**src/rtl/simd_pkg.sv**
```systemverilog
// Shared SIMD processor definitions.
// Holds the default datapath constants, the result-drain FSM state type and
// the packed result-row type used by both the processor result path and the
// result drain.
package simd_pkg;

  localparam int DATA_WIDTH  = 32;
  localparam int PE_ELEMENTS = 4;
  localparam int DRAM_DEPTH  = 256;

  typedef enum logic [1:0] {
    IDLE = 2'd0,
    RD   = 2'd1,
    CAP  = 2'd2,
    SEND = 2'd3
  } drain_state_t;

  // One result-RAM row; element 0 occupies the least significant bits.
  typedef logic [PE_ELEMENTS-1:0][DATA_WIDTH-1:0] row_t;

endpackage

```
**src/rtl/result_drain_if.sv**
```systemverilog
// Word stream from the result drain toward the host/DMA.
// Ports (signals):
//   m_valid  word valid        (master -> slave)
//   m_ready  consumer ready    (slave  -> master)
//   m_data   DATA_WIDTH word   (master -> slave)
//   m_last   final word flag   (master -> slave)
interface result_drain_if #(
  parameter int DATA_WIDTH = simd_pkg::DATA_WIDTH
);

  logic                  m_valid;
  logic                  m_ready;
  logic [DATA_WIDTH-1:0] m_data;
  logic                  m_last;

  modport master (
    output m_valid,
    output m_data,
    output m_last,
    input  m_ready
  );

  modport slave (
    input  m_valid,
    input  m_data,
    input  m_last,
    output m_ready
  );

endinterface

```
**src/rtl/result_drain.sv**
```systemverilog
// Result drain: after a processor run, reads num_rows rows from the result
// RAM read port (1-cycle latency) and serialises each row, element 0 first,
// onto a valid/ready word stream.
// Ports:
//   clk, rstn            clock, asynchronous active-low reset
//   start, num_rows      start pulse and row count (sampled only in IDLE)
//   ram_rd_en/addr/data  result-RAM read port
//   m_if                 output word stream (master side)
//   busy, done           activity flag and end-of-transfer pulse
// All outputs come straight from flops; their next values are derived from
// the next FSM state so they line up with the state they belong to.
module result_drain #(
  parameter  int DATA_WIDTH      = simd_pkg::DATA_WIDTH,
  parameter  int PE_ELEMENTS     = simd_pkg::PE_ELEMENTS,
  parameter  int DRAM_DEPTH      = simd_pkg::DRAM_DEPTH,
  localparam int DRAM_ADDR_WIDTH = $clog2(DRAM_DEPTH)
) (
  input  logic                              clk,
  input  logic                              rstn,
  input  logic                              start,
  input  logic [DRAM_ADDR_WIDTH:0]          num_rows,
  output logic                              ram_rd_en,
  output logic [DRAM_ADDR_WIDTH-1:0]        ram_rd_addr,
  input  logic [PE_ELEMENTS*DATA_WIDTH-1:0] ram_rd_data,
  result_drain_if.master                    m_if,
  output logic                              busy,
  output logic                              done
);

  import simd_pkg::*;

  localparam int CNT_W  = DRAM_ADDR_WIDTH + 1;
  localparam int WIDX_W = (PE_ELEMENTS > 1) ? $clog2(PE_ELEMENTS) : 1;

  localparam logic [CNT_W-1:0]  DEPTH_C     = CNT_W'(DRAM_DEPTH);
  localparam logic [CNT_W-1:0]  CNT_ZERO_C  = {CNT_W{1'b0}};
  localparam logic [CNT_W-1:0]  CNT_ONE_C   = CNT_W'(1);
  localparam logic [WIDX_W-1:0] WIDX_ZERO_C = {WIDX_W{1'b0}};
  localparam logic [WIDX_W-1:0] WIDX_ONE_C  = WIDX_W'(1);
  localparam logic [WIDX_W-1:0] WIDX_LAST_C = WIDX_W'(PE_ELEMENTS - 1);

  typedef logic [PE_ELEMENTS-1:0][DATA_WIDTH-1:0] drain_row_t;

  drain_state_t                 state_q,    state_d;
  logic [CNT_W-1:0]             row_cnt_q,  row_cnt_d;
  logic [CNT_W-1:0]             rows_lat_q, rows_lat_d;
  logic [WIDX_W-1:0]            word_idx_q, word_idx_d;
  drain_row_t                   row_buf_q,  row_buf_d;

  logic                         ram_rd_en_q,   ram_rd_en_d;
  logic [DRAM_ADDR_WIDTH-1:0]   ram_rd_addr_q, ram_rd_addr_d;
  logic                         m_valid_q,     m_valid_d;
  logic [DATA_WIDTH-1:0]        m_data_q,      m_data_d;
  logic                         m_last_q,      m_last_d;
  logic                         busy_q,        busy_d;
  logic                         done_q,        done_d;
  logic                         handshake;

  assign handshake = m_valid_q & m_if.m_ready;

  // FSM next state, row/word counters and row capture.
  always_comb begin
    state_d    = state_q;
    row_cnt_d  = row_cnt_q;
    rows_lat_d = rows_lat_q;
    word_idx_d = word_idx_q;
    row_buf_d  = row_buf_q;
    done_d     = 1'b0;
    case (state_q)
      IDLE: begin
        if (start) begin
          if (num_rows == CNT_ZERO_C) begin
            // Empty transfer: report completion without touching the RAM.
            done_d = 1'b1;
          end else begin
            rows_lat_d = (num_rows > DEPTH_C) ? DEPTH_C : num_rows;
            row_cnt_d  = CNT_ZERO_C;
            state_d    = RD;
          end
        end else begin
          state_d = IDLE;
        end
      end
      RD: begin
        state_d = CAP;
      end
      CAP: begin
        // Read data arrives one cycle after the RD-state read enable.
        row_buf_d  = drain_row_t'(ram_rd_data);
        word_idx_d = WIDX_ZERO_C;
        state_d    = SEND;
      end
      SEND: begin
        if (handshake) begin
          if (word_idx_q != WIDX_LAST_C) begin
            word_idx_d = word_idx_q + WIDX_ONE_C;
          end else if (row_cnt_q != (rows_lat_q - CNT_ONE_C)) begin
            row_cnt_d = row_cnt_q + CNT_ONE_C;
            state_d   = RD;
          end else begin
            state_d = IDLE;
            done_d  = 1'b1;
          end
        end else begin
          state_d = SEND;
        end
      end
      default: begin
        state_d = IDLE;
      end
    endcase
  end

  // Output next values, decoded from the next state so the flopped outputs
  // are aligned with the state they describe.
  always_comb begin
    ram_rd_en_d   = (state_d == RD);
    ram_rd_addr_d = row_cnt_d[DRAM_ADDR_WIDTH-1:0];
    m_valid_d     = (state_d == SEND);
    busy_d        = (state_d != IDLE);
    if (state_d == SEND) begin
      // Serialiser mux; unchanged inputs while stalled keep the word stable.
      m_data_d = row_buf_d[word_idx_d];
      m_last_d = (word_idx_d == WIDX_LAST_C) &&
                 (row_cnt_d == (rows_lat_d - CNT_ONE_C));
    end else begin
      m_data_d = {DATA_WIDTH{1'b0}};
      m_last_d = 1'b0;
    end
  end

  // State, counter and row buffer registers.
  always_ff @(posedge clk or negedge rstn) begin
    if (!rstn) begin
      state_q    <= IDLE;
      row_cnt_q  <= CNT_ZERO_C;
      rows_lat_q <= CNT_ZERO_C;
      word_idx_q <= WIDX_ZERO_C;
      row_buf_q  <= {(PE_ELEMENTS*DATA_WIDTH){1'b0}};
    end else begin
      state_q    <= state_d;
      row_cnt_q  <= row_cnt_d;
      rows_lat_q <= rows_lat_d;
      word_idx_q <= word_idx_d;
      row_buf_q  <= row_buf_d;
    end
  end

  // Output registers.
  always_ff @(posedge clk or negedge rstn) begin
    if (!rstn) begin
      ram_rd_en_q   <= 1'b0;
      ram_rd_addr_q <= {DRAM_ADDR_WIDTH{1'b0}};
      m_valid_q     <= 1'b0;
      m_data_q      <= {DATA_WIDTH{1'b0}};
      m_last_q      <= 1'b0;
      busy_q        <= 1'b0;
      done_q        <= 1'b0;
    end else begin
      ram_rd_en_q   <= ram_rd_en_d;
      ram_rd_addr_q <= ram_rd_addr_d;
      m_valid_q     <= m_valid_d;
      m_data_q      <= m_data_d;
      m_last_q      <= m_last_d;
      busy_q        <= busy_d;
      done_q        <= done_d;
    end
  end

  assign ram_rd_en    = ram_rd_en_q;
  assign ram_rd_addr  = ram_rd_addr_q;
  assign m_if.m_valid = m_valid_q;
  assign m_if.m_data  = m_data_q;
  assign m_if.m_last  = m_last_q;
  assign busy         = busy_q;
  assign done         = done_q;

endmodule

```
**src/flat_wrapper.sv**
```systemverilog
// flat-port wrapper written by rule: the top's interface ports become plain ports
module result_drain_flat import simd_pkg::*;
#(
  parameter  int DATA_WIDTH      = simd_pkg::DATA_WIDTH,
  parameter  int PE_ELEMENTS     = simd_pkg::PE_ELEMENTS,
  parameter  int DRAM_DEPTH      = simd_pkg::DRAM_DEPTH,
  localparam int DRAM_ADDR_WIDTH = $clog2(DRAM_DEPTH)
)
  (clk, rstn, start, num_rows, ram_rd_en, ram_rd_addr, ram_rd_data, busy, done, m_if_m_valid, m_if_m_data, m_if_m_last, m_if_m_ready);
  result_drain_if #(.DATA_WIDTH(DATA_WIDTH)) m_if_i ();
  input  logic clk;
  input  logic rstn;
  input  logic start;
  input  logic [DRAM_ADDR_WIDTH:0] num_rows;
  output logic ram_rd_en;
  output logic [DRAM_ADDR_WIDTH-1:0] ram_rd_addr;
  input  logic [PE_ELEMENTS*DATA_WIDTH-1:0] ram_rd_data;
  output logic busy;
  output logic done;
  output wire logic [$bits(m_if_i.m_valid)-1:0] m_if_m_valid;
  output wire logic [$bits(m_if_i.m_data)-1:0] m_if_m_data;
  output wire logic [$bits(m_if_i.m_last)-1:0] m_if_m_last;
  input wire logic [$bits(m_if_i.m_ready)-1:0] m_if_m_ready;
  assign m_if_m_valid = m_if_i.m_valid;
  assign m_if_m_data = m_if_i.m_data;
  assign m_if_m_last = m_if_i.m_last;
  assign m_if_i.m_ready = m_if_m_ready;
  result_drain #(.DATA_WIDTH(DATA_WIDTH), .PE_ELEMENTS(PE_ELEMENTS), .DRAM_DEPTH(DRAM_DEPTH)) u_core (.clk(clk), .rstn(rstn), .start(start), .num_rows(num_rows), .ram_rd_en(ram_rd_en), .ram_rd_addr(ram_rd_addr), .ram_rd_data(ram_rd_data), .m_if(m_if_i), .busy(busy), .done(done));
endmodule
```
**config.mk**
```make
export PLATFORM = sky130hd
export DESIGN_NAME = result_drain_flat
export DESIGN_NICKNAME = d
export VERILOG_FILES = /design/src/rtl/simd_pkg.sv /design/src/rtl/result_drain_if.sv /design/src/rtl/result_drain.sv /design/src/flat_wrapper.sv
export SDC_FILE = /design/constraint.sdc
export NUM_CORES = 1
export LEC_CHECK = 0
export CAP_MARGIN = 20
export CORE_MARGIN = 1.5
export CORE_UTILIZATION = 52
export CTS_CLUSTER_DIAMETER = 50
export DETAILED_ROUTE_END_ITERATION = 10
export PLACE_DENSITY = 0.81
export SYNTH_ARGS = -nofsm -noshare
export SYNTH_HDL_FRONTEND = slang
export SYNTH_SLANG_ARGS = --single-unit
```
**constraint.sdc**
```tcl
create_clock -name clk -period 5.1 [get_ports clk]
set_input_delay 0.765 -clock clk [delete_from_list [all_inputs] [get_ports clk]]
set_output_delay 0.765 -clock clk [all_outputs]
set_load 0.02 [all_outputs]
```
==> results of run 1 <==
-- power groups by stage --
stage | sequential [mW] | combinational (mW) | clock [mW]
global placement | 2.40 | 3.19 | 0
finish | 2.40 | 3.26 | 1.22
detailed placement | 2.43 | 3.25 | 0
floorplan | 2.40 | 2.46 | 0
global route | 2.47 | 3.57 | 1.31
CTS | 2.40 | 3.27 | 1.25
-- cells in the final DEF (no fill, tap or decap), types with 7 or more instances in the layout --
cell type and instances:
xnor2_1 13, nor2_1 50, ha_1 7, mux2_2 160, a21oi_1 15, nand2_1 33, nand3_1 13, clkdlybuf4s50_1 184
dfrtp_1 187, clkbuf_16 17, inv_1 13, buf_4 12, mux2i_1 71, o21ai_0 16, xor2_1 8, nor3_1 8
-- worst paths after layout --
| check | startpoint | endpoint | slack, ns | cells past startpoint |
|---|---|---|---|---|
| max | start | u_core.m_if.m_last | 0.97 | 14 |
| min | rstn | u_core.row_buf_q[61] | 0.46 | 1 |
| max reg2reg | u_core.state_q[0] | u_core.m_if.m_last | 1.03 | 15 |
| min reg2reg | u_core.row_buf_q[0] | u_core.row_buf_q[0] | 0.50 | 1 |
| max in group asynchronous | rstn | u_core.row_buf_q[35] | 3.56 | 2 |
| min in group clk | u_core.row_buf_q[0] | u_core.row_buf_q[0] | 0.50 | 1 |
-- routing by layer --
metal / share of wire [%] / wire [um] / global-route usage (%) / up-vias
met5: 0 / 0 / 0 / -
met3: 7.5 / 1630 / 8.22 / 48
met2: 46 / 10000 / 39.1 / 186
met1: 43 / 9260 / 31.5 / 3143
li1: - / - / - / 2889
met4: 3.4 / 731 / 11.5 / 0
-- sequential cells by signal, indices dropped and copies added (netlist names) --
name / cells
u_core.busy: 1
u_core.done: 1
u_core.m_if.m_data: 32
u_core.m_if.m_last: 1
u_core.m_if.m_valid: 1
u_core.ram_rd_en: 1
u_core.row_buf_q: 128
u_core.row_cnt_q: 9
u_core.rows_lat_q: 9
u_core.state_q: 2
u_core.word_idx_q: 2
-- critical path, cell delays in order --
cell,delay (ns)
clkdlybuf4s50_1,0.60
and2_1,0.37
a21oi_1,0.12
a21oi_1,0.46
ha_1,0.28
nand2_1,0.06
a221o_1,0.33
nor2_1,0.18
xor2_1,0.33
mux2i_1,0.12
nor3_1,0.18
and4_1,0.20
nand4_1,0.10
a2111oi_2,0.34
-- kinds of logic after synthesis --
kind of cell / count (synthesis) / share of synthesized area, %
xor+xnor: 21 / 2.03
compound gates: 69 / 5.64
fa+ha+maj: 8 / 1.11
mux: 232 / 27.9
simple gates: 144 / 7.70
buf+inv: 64 / 3.89
flops: 187 / 51.7
-- metrics by stage --
stage | setup slack [ns] | cell area (um^2)
global route | 0.585 | 11500
finish | 0.974 | 11500
detailed placement | 0.561 | 11000
CTS | 1.01 | 11500
floorplan | 1.35 | 9050
global placement | 0.651 | 11000
-- layout make-up --
| cell class | instances | area (um^2) |
|---|---|---|
| multi-input combinational | 474 | 4040 |
| antenna | 1 | 2.50 |
| inverter | 13 | 48.8 |
| fill | 1329 | 5570 |
| clock inverter | 8 | 62.6 |
| clock buffer | 24 | 482 |
| tap | 225 | 282 |
| timing repair buffer | 197 | 1950 |
| sequential | 187 | 4680 |
==> metrics.yaml, run 1 <==
outcome: "finished, final reports clean"
pin_count: 186
wire_per_inst_um: 19.2
clk_pin_slew_worst_paths_ns: 0.07
synth-seq-cells: 187
cp_max_fo: 10
yosys_warnings: 0
coreArea_um2: 17100
routed_via_density: 5.55
yosys.area.top_type: "dfrtp_1"
tightest_slew_ns: 0.980
cts_root_buf: "clkbuf_16"
fin_util_pct: 67.4
drt-initial-drc-count: 286
endpoint_kind: "flop"
synth_edf_count: 0
yosys-top-cells-area: "dfrtp_1, mux2_2, mux2i_1, nor2_1, nand2_1"
dieArea_um2: 18200
clock_sinks: 187
fp-row-count: 48
final_max_slew_viol_count: 0
start_util_pct: 52.9
cap_violations: 0
criticalPathCategory: "in -> reg"
synth_top_area_share_pct: 51.7
arrival_ns: 4.44
io_buffers: 185
wirelength_um: 21600
dp_cells: 1096
clk_latency_ns: 0.42
dpl.hpwl_um: 15000
grt_pass1_vias: 6858
hold_viol: 0
setup_violations: 0
synthFlopType: "dfrtp_1"
timing.final.crit_share_pct: 80.9
cts_tree: "yes"
avgSynthCellArea_um2: 12.5
antenna_left: 0
skew_ns: 0.00862
cts_buffer_depth: 2
synthToLayoutAreaGrowth_pct: 27.6
p_leak_nw: 4.64
vias: 6266
stdcell_count: 1129
ys_async_sr_fraction_pct: 100
firstDrtPassIters: 4
p_seq_share_pct: 34.8
syn-instance-count: 725
report.power.total_mw: 6.88
synth_fp_nets: 874
pwr-share-clk_pct: 17.8
fmax_mhz: 242
numCtsBuffers: 17
slew_headroom_pct: 34.7
setup-tns-final_ns: 0
crit_path_start_kind: "primary input"
power.density_nw_per_um2: 596
combPwrFrac_pct: 47.4
hold_class: "in -> async"
final_nets: 1039
rsz0062_at_grt: "false"
required_ns: 5.42
cts_resized: 0
ys_seq_area_share_pct: 51.7
die_h_um: 135
gpl.final_weighted_congestion: 0.901
whs_ns: 0.463
p_switching_mw: 2.46
drive_gt1_share_pct: 24.5
ctsHtreeMaxLevel: 4
grt_max_degree: 122
grt_pass1_wl_um: 35000
synth.most_common_cell: "dfrtp_1"
cts_hold_buf: 0
post_cts_buffers: 0
post-route-min-period_ns: 4.13
dieWidth_um: 135
netlist_area_um2: 9050
antenna_found_initial: 1
synth_cell_types: 65
intPower_mw: 4.42
yosys-top-cells-count: "dfrtp_1, mux2_2, mux2i_1, nor2_1, nand2_1"
post-route-drc-count: 0
ir_worst_vdd_mv: 0.313
gr-usage-all-layers_pct: 24.9
swShare_pct: 35.8
overflow: 0
(Power assumes the default switching activity.)
==> run 2: changes to the inputs <==
--- a/config.mk
+++ b/config.mk
@@ -7,10 +7,10 @@
 export LEC_CHECK = 0
 export CAP_MARGIN = 20
 export CORE_MARGIN = 1.5
-export CORE_UTILIZATION = 52
+export CORE_UTILIZATION = 47
 export CTS_CLUSTER_DIAMETER = 50
 export DETAILED_ROUTE_END_ITERATION = 10
-export PLACE_DENSITY = 0.81
+export PLACE_DENSITY = 0.77
 export SYNTH_ARGS = -nofsm -noshare
 export SYNTH_HDL_FRONTEND = slang
 export SYNTH_SLANG_ARGS = --single-unit
==> constraint.sdc (replaced) <==
create_clock -name clk -period 3.4 [get_ports clk]
set_input_delay 0.51 -clock clk [delete_from_list [all_inputs] [get_ports clk]]
set_output_delay 0.51 -clock clk [all_outputs]
set_load 0.02 [all_outputs]
==> metrics.yaml, run 2 (synthesis gave the netlist of run 1 again) <==
die_h_um: 142  # was 135 um
antenna_found_initial: 2  # was 1
clk_latency_ns: 0.44  # was 0.42 ns
endpoint_kind: "flop"  # unchanged
final_common_cell: "dfrtp_1"  # unchanged
gr-usage-all-layers_pct: 22.9  # was 24.9%
wirelength_um: 22100  # was 21600 um
crit_path_start_kind: "flop"  # was primary input
grt_pass1_vias: 6712  # was 6858
final_nets: 1089  # was 1039
slew_headroom_pct: 49.3  # was 34.7%
skew_ns: 0.0207  # was 0.00862 ns
grt_pass1_wl_um: 35300  # was 35000 um
cts_hold_buf: 0  # unchanged
dieWidth_um: 142  # was 135 um
cts_tree: "yes"  # unchanged
timing.final.crit_share_pct: 99.5
hold_viol: 0  # unchanged
criticalPathCategory: "reg -> reg"  # was in -> reg
setup_violations: 0  # unchanged
outcome: "finished, final reports clean"  # unchanged
drt-initial-drc-count: 307  # was 286
report.power.total_mw: 10.9  # was 6.88 mW
stdcell_count: 1188  # was 1129
dpl.hpwl_um: 15500  # was 15000 um
synthToLayoutAreaGrowth_pct: 33.9  # was 27.6%
rr_startpoint: "u_core.rows_lat_q[3]"  # was u_core.state_q[0]
required_ns: 3.72  # was 5.42 ns
largest_register_ffs: 128  # unchanged
cap_violations: 0  # unchanged
coreArea_um2: 18800  # was 17100 um^2
firstDrtPassIters: 4  # unchanged
fillers: 1444  # was 1329
setup.worst_path.start: "u_core.rows_lat_q[3]"  # was start
arrival_ns: 3.70  # was 4.44 ns
p_leak_nw: 4.93  # was 4.64 nW
io_buffers: 185  # unchanged
cts_buffer_depth: 2  # unchanged
antenna_left: 0  # unchanged
power.density_nw_per_um2: 896  # was 596 nW/um^2
rsz0062_at_grt: "true"  # was false
overflow: 0  # unchanged
dieArea_um2: 20100  # was 18200 um^2
ctsHtreeMaxLevel: 4  # unchanged
wire_per_inst_um: 18.6  # was 19.2 um
fp-row-count: 50  # was 48
place_ws_ns: -0.228  # was 0.561 ns
final_cell_mix: "dfrtp_1, clkdlybuf4s50_1, mux2_2"  # unchanged
vias: 6367  # was 6266
gpl.final_weighted_congestion: 0.885  # was 0.901
ir_worst_vdd_mv: 0.519  # was 0.313 mV
cp_max_fo: 8  # was 10
whs_ns: 0.140  # was 0.463 ns
setup_slack_ns: 0.0163  # was 0.974 ns
pin_count: 186  # unchanged
largest_register: "u_core.row_buf_q"  # unchanged
cts_root_buf: "clkbuf_16"  # unchanged
drive_gt1_share_pct: 30.5  # was 24.5%
post-route-min-period_ns: 3.38
final_max_slew_viol_count: 0  # unchanged
post-route-drc-count: 0  # unchanged
tightest_slew_ns: 0.761  # was 0.980 ns
grt_max_degree: 117  # was 122
hold_class: "in -> async"  # unchanged
start_util_pct: 48.2  # was 52.9%
clk_pin_slew_worst_paths_ns: 0.07  # about the same
clock_sinks: 187  # unchanged
setup-tns-final_ns: 0  # unchanged
dp_cells: 1148  # was 1096
routed_via_density: 5.36  # was 5.55
fmax_mhz: 296
numCtsBuffers: 17  # unchanged
## run 2: cell types whose count changed in the layout (fill, tap and decap cells not counted), moves of 3 or more
cell | before | now
buf_12 | 0 | 4
buf_4 | 12 | 57
clkbuf_1 | 4 | 0
clkbuf_8 | 4 | 1
clkinv_4 | 3 | 0
clkinv_8 | 0 | 3
inv_6 | 0 | 8
## run 2: final timing paths
| kind | slack, ns | cells past startpoint | endpoint |
|---|---|---|---|
| min in group clk | 0.50 | 1 | u_core.row_buf_q[76] |
| min reg2reg | 0.50 | 1 | u_core.row_buf_q[76] |
| max | 0.02 | 10 | u_core.m_if.m_last |
| max reg2reg | 0.02 | 10 | u_core.m_if.m_last |
| max in group asynchronous | 2.52 | 2 | u_core.row_buf_q[96] |
| min | 0.14 | 1 | u_core.row_cnt_q[4] |
## run 2: repair_timing
action	in CTS	in global routing
resized for setup	1	13
buffers inserted	1	6
pin swaps	2	14
setup endpoints to repair	1	24
## run 2: layout make-up
class                           count  area [um^2]  area share, %
Clock inverter                     15          163           1.34
Antenna cell                        1         2.50         0.0207
Multi-Input combinational cell    474         4130           34.1
Tap cell                          234          293           2.42
Inverter                           13         48.8          0.403
Sequential cell                   187         4680           38.6
Clock buffer                       17          425           3.51
Timing Repair Buffer              247         2370           19.6
## run 2: stage by stage
stage               utilization [%]  area (um^2)
floorplan                         -         9060
global placement               60.7        11400
detailed placement             60.7        11400
CTS                            63.9        12000
global route                   64.5        12100
finish                         64.6        12100
## run 2: per-layer routing
metal  global-route usage (%)  vias to the layer above  wire [um]
met5                        0                        -         27
met4                     9.66                        4        635
met3                     8.30                       51       1760
met2                     35.4                      181      10300
met1                     29.0                     3138       9350
li1                         -                     2993          -
## run 2: power breakdown
group	switching [mW]	internal, mW
Sequential	0.332	3.21
Clock	0.971	0.993
Combinational	2.64	2.71
Total	3.94	6.91
## run 2: worst max-delay path, stage by stage, from the launching register on
cell and delay, ns:
dfrtp_1 0.38, or4_4 0.57, or3_4 0.40, a2111oi_4 0.41, o2111ai_4 0.28, and3_4 0.24
a221oi_2 0.31, inv_1 0.10, a21oi_1 0.12, o21ai_0 0.10, a2111oi_2 0.36
==> run 3: changes to the inputs <==
--- a/config.mk
+++ b/config.mk
@@ -6,11 +6,14 @@
 export NUM_CORES = 1
 export LEC_CHECK = 0
 export CAP_MARGIN = 20
+export CORE_ASPECT_RATIO = 1.1
 export CORE_MARGIN = 1.5
 export CORE_UTILIZATION = 47
 export CTS_CLUSTER_DIAMETER = 50
+export CTS_CLUSTER_SIZE = 14
 export DETAILED_ROUTE_END_ITERATION = 10
 export PLACE_DENSITY = 0.77
+export SETUP_SLACK_MARGIN = 0.2
 export SYNTH_ARGS = -nofsm -noshare
 export SYNTH_HDL_FRONTEND = slang
 export SYNTH_SLANG_ARGS = --single-unit
==> metrics.yaml, run 3 (synthesis gave the netlist of run 1 again) <==
grt_max_degree: 85  # was 117
rsz0062_at_grt: "true"  # unchanged
criticalPathCategory: "reg -> reg"  # unchanged
fillers: 1505  # was 1444
drive_gt1_share_pct: 30.7  # was 30.5%
overflow: 0  # unchanged
antenna_found_initial: 2  # unchanged
setup_violations: 0  # unchanged
report.power.total_mw: 10.9  # about the same
place_area_um2: 11400  # about the same
cts_buffer_depth: 2  # unchanged
firstDrtPassIters: 4  # unchanged
dpl.hpwl_um: 15300  # was 15500 um
fp-row-count: 53  # was 50
tightest_slew_ns: 0.645  # was 0.761 ns
fin_area_um2: 12200  # was 12100 um^2
regArea_um2: 4680  # unchanged
dieWidth_um: 135  # was 142 um
synthToLayoutAreaGrowth_pct: 34.5  # was 33.9%
final_cell_mix: "dfrtp_1, clkdlybuf4s50_1, mux2_2"  # unchanged
p_leak_nw: 4.95  # was 4.93 nW
setup.worst_path.start: "u_core.rows_lat_q[2]"  # was u_core.rows_lat_q[3]
cap_violations: 0  # unchanged
skew_ns: 0.0160  # was 0.0207 ns
die_h_um: 149  # was 142 um
routed_via_density: 5.34  # was 5.36
grt_pass1_wl_um: 34800  # was 35300 um
cts_tree: "yes"  # unchanged
coreArea_um2: 19000  # was 18800 um^2
hold_class: "in -> async"  # unchanged
grt_pass1_vias: 6780  # was 6712
ir_worst_vdd_mv: 0.484  # was 0.519 mV
hold_viol: 0  # unchanged
rr_startpoint: "u_core.rows_lat_q[2]"  # was u_core.rows_lat_q[3]
timing.final.crit_share_pct: 95.0  # was 99.5%
clk_pin_slew_worst_paths_ns: 0.07  # about the same
fmax_mhz: 310  # was 296 MHz
crit_path_start_kind: "flop"  # unchanged
drt-initial-drc-count: 324  # was 307
io_buffers: 185  # unchanged
gr-usage-all-layers_pct: 22.5  # was 22.9%
final_max_slew_viol_count: 0  # unchanged
wire_per_inst_um: 18.2  # was 18.6 um
post-route-drc-count: 0  # unchanged
multi_input_area_um2: 4180  # was 4130 um^2
outcome: "finished, final reports clean"  # unchanged
arrival_ns: 3.55  # was 3.70 ns
final_nets: 1085  # was 1089
pin_count: 186  # unchanged
cts_root_buf: "clkbuf_16"  # unchanged
post-route-min-period_ns: 3.23  # was 3.38 ns
antenna_left: 0  # unchanged
largest_register: "u_core.row_buf_q"  # unchanged
stdcell_count: 1198  # was 1188
required_ns: 3.72  # about the same
clock_sinks: 187  # unchanged
dieArea_um2: 20100  # about the same
cp_max_fo: 5  # was 8
vias: 6396  # was 6367
start_util_pct: 47.7  # was 48.2%
numCtsBuffers: 17  # unchanged
clk_latency_ns: 0.43  # was 0.44 ns
dp_cells: 1159  # was 1148
power.density_nw_per_um2: 892  # was 896 nW/um^2
endpoint_kind: "flop"  # unchanged
final_common_cell: "dfrtp_1"  # unchanged
largest_register_ffs: 128  # unchanged
wirelength_um: 21800  # was 22100 um
ctsHtreeMaxLevel: 4  # unchanged
slew_headroom_pct: 57.0  # was 49.3%
whs_ns: 0.0581  # was 0.140 ns
gpl.final_weighted_congestion: 0.922  # was 0.885
cts_hold_buf: 0  # unchanged
run 3: changes by cell type in the layout (fill, tap and decap cells not counted), sizes merged, moves of 3 or more:
| cell | delta |
|---|---|
| buf | -4 |
| inv | -6 |
| clkdlybuf4s50 | -3 |
| clkinv | +5 |
| dlymetal6s2s | +3 |
run 3: cell type report:
| class | count | area share [%] |
|---|---|---|
| Clock buffer | 17 | 3.50 |
| Multi-Input combinational cell | 474 | 34.3 |
| Inverter | 13 | 0.401 |
| Sequential cell | 187 | 38.5 |
| Tap cell | 247 | 2.54 |
| Timing Repair Buffer | 243 | 19.4 |
| Clock inverter | 15 | 1.33 |
| Antenna cell | 2 | 0.0411 |
run 3: per-layer routing:
| layer | global-route usage [%] | wire [um] |
|---|---|---|
| met1 | 26.4 | 8670 |
| met5 | 0 | 0 |
| met2 | 37.3 | 10800 |
| met3 | 7.98 | 1800 |
| met4 | 9.41 | 518 |
run 3: final timing paths:
path / endpoint / slack (ns) / depth (start not counted)
worst max-delay path: u_core.m_if.m_last / 0.17 / 12
max in group asynchronous: u_core.row_buf_q[3] / 2.53 / 2
worst max register to register: u_core.m_if.m_last / 0.17 / 12
worst min-delay path: u_core.row_buf_q[125] / 0.06 / 1
min in group clk: u_core.row_buf_q[112] / 0.50 / 1
worst min register to register: u_core.row_buf_q[112] / 0.50 / 1
run 3: power by group:
part           internal, mW  switching [mW]  total, mW  leakage [nW]
logic                  2.75            2.65       5.40          2.38
registers              3.21           0.324       3.54          2.29
clock network         0.980           0.942       1.92         0.283
total                  6.94            3.91       10.9          4.95
run 3: through the flow:
stage	setup slack (ns)	TNS [ns]	utilization, %
after global placement	-0.255	-0.255	60.3
after global routing	0.0281	0	64.2
after floorplan	0.202	0	-
final	0.171	0	64.2
after detailed placement	-0.303	-0.303	60.3
after CTS	0.161	0	63.8
run 3: critical path, stage by stage, from the launching register on:
cell       delay (ns)
dfrtp_1          0.39
or4_4            0.55
or3_4            0.39
a2111oi_4        0.34
o2111ai_4        0.24
buf_4            0.21
nand2_2          0.10
buf_4            0.15
mux2i_1          0.08
nand2_1          0.09
and4_1           0.20
nand4_1          0.16
a2111oi_2        0.23
run 3: what timing repair did:
action,CTS,global route
pin swaps,11,7
setup endpoints to repair,1,34
gates resized for setup,10,13
setup buffers,4,1
cloned,0,0
endpoints found under the hold margin,0,0
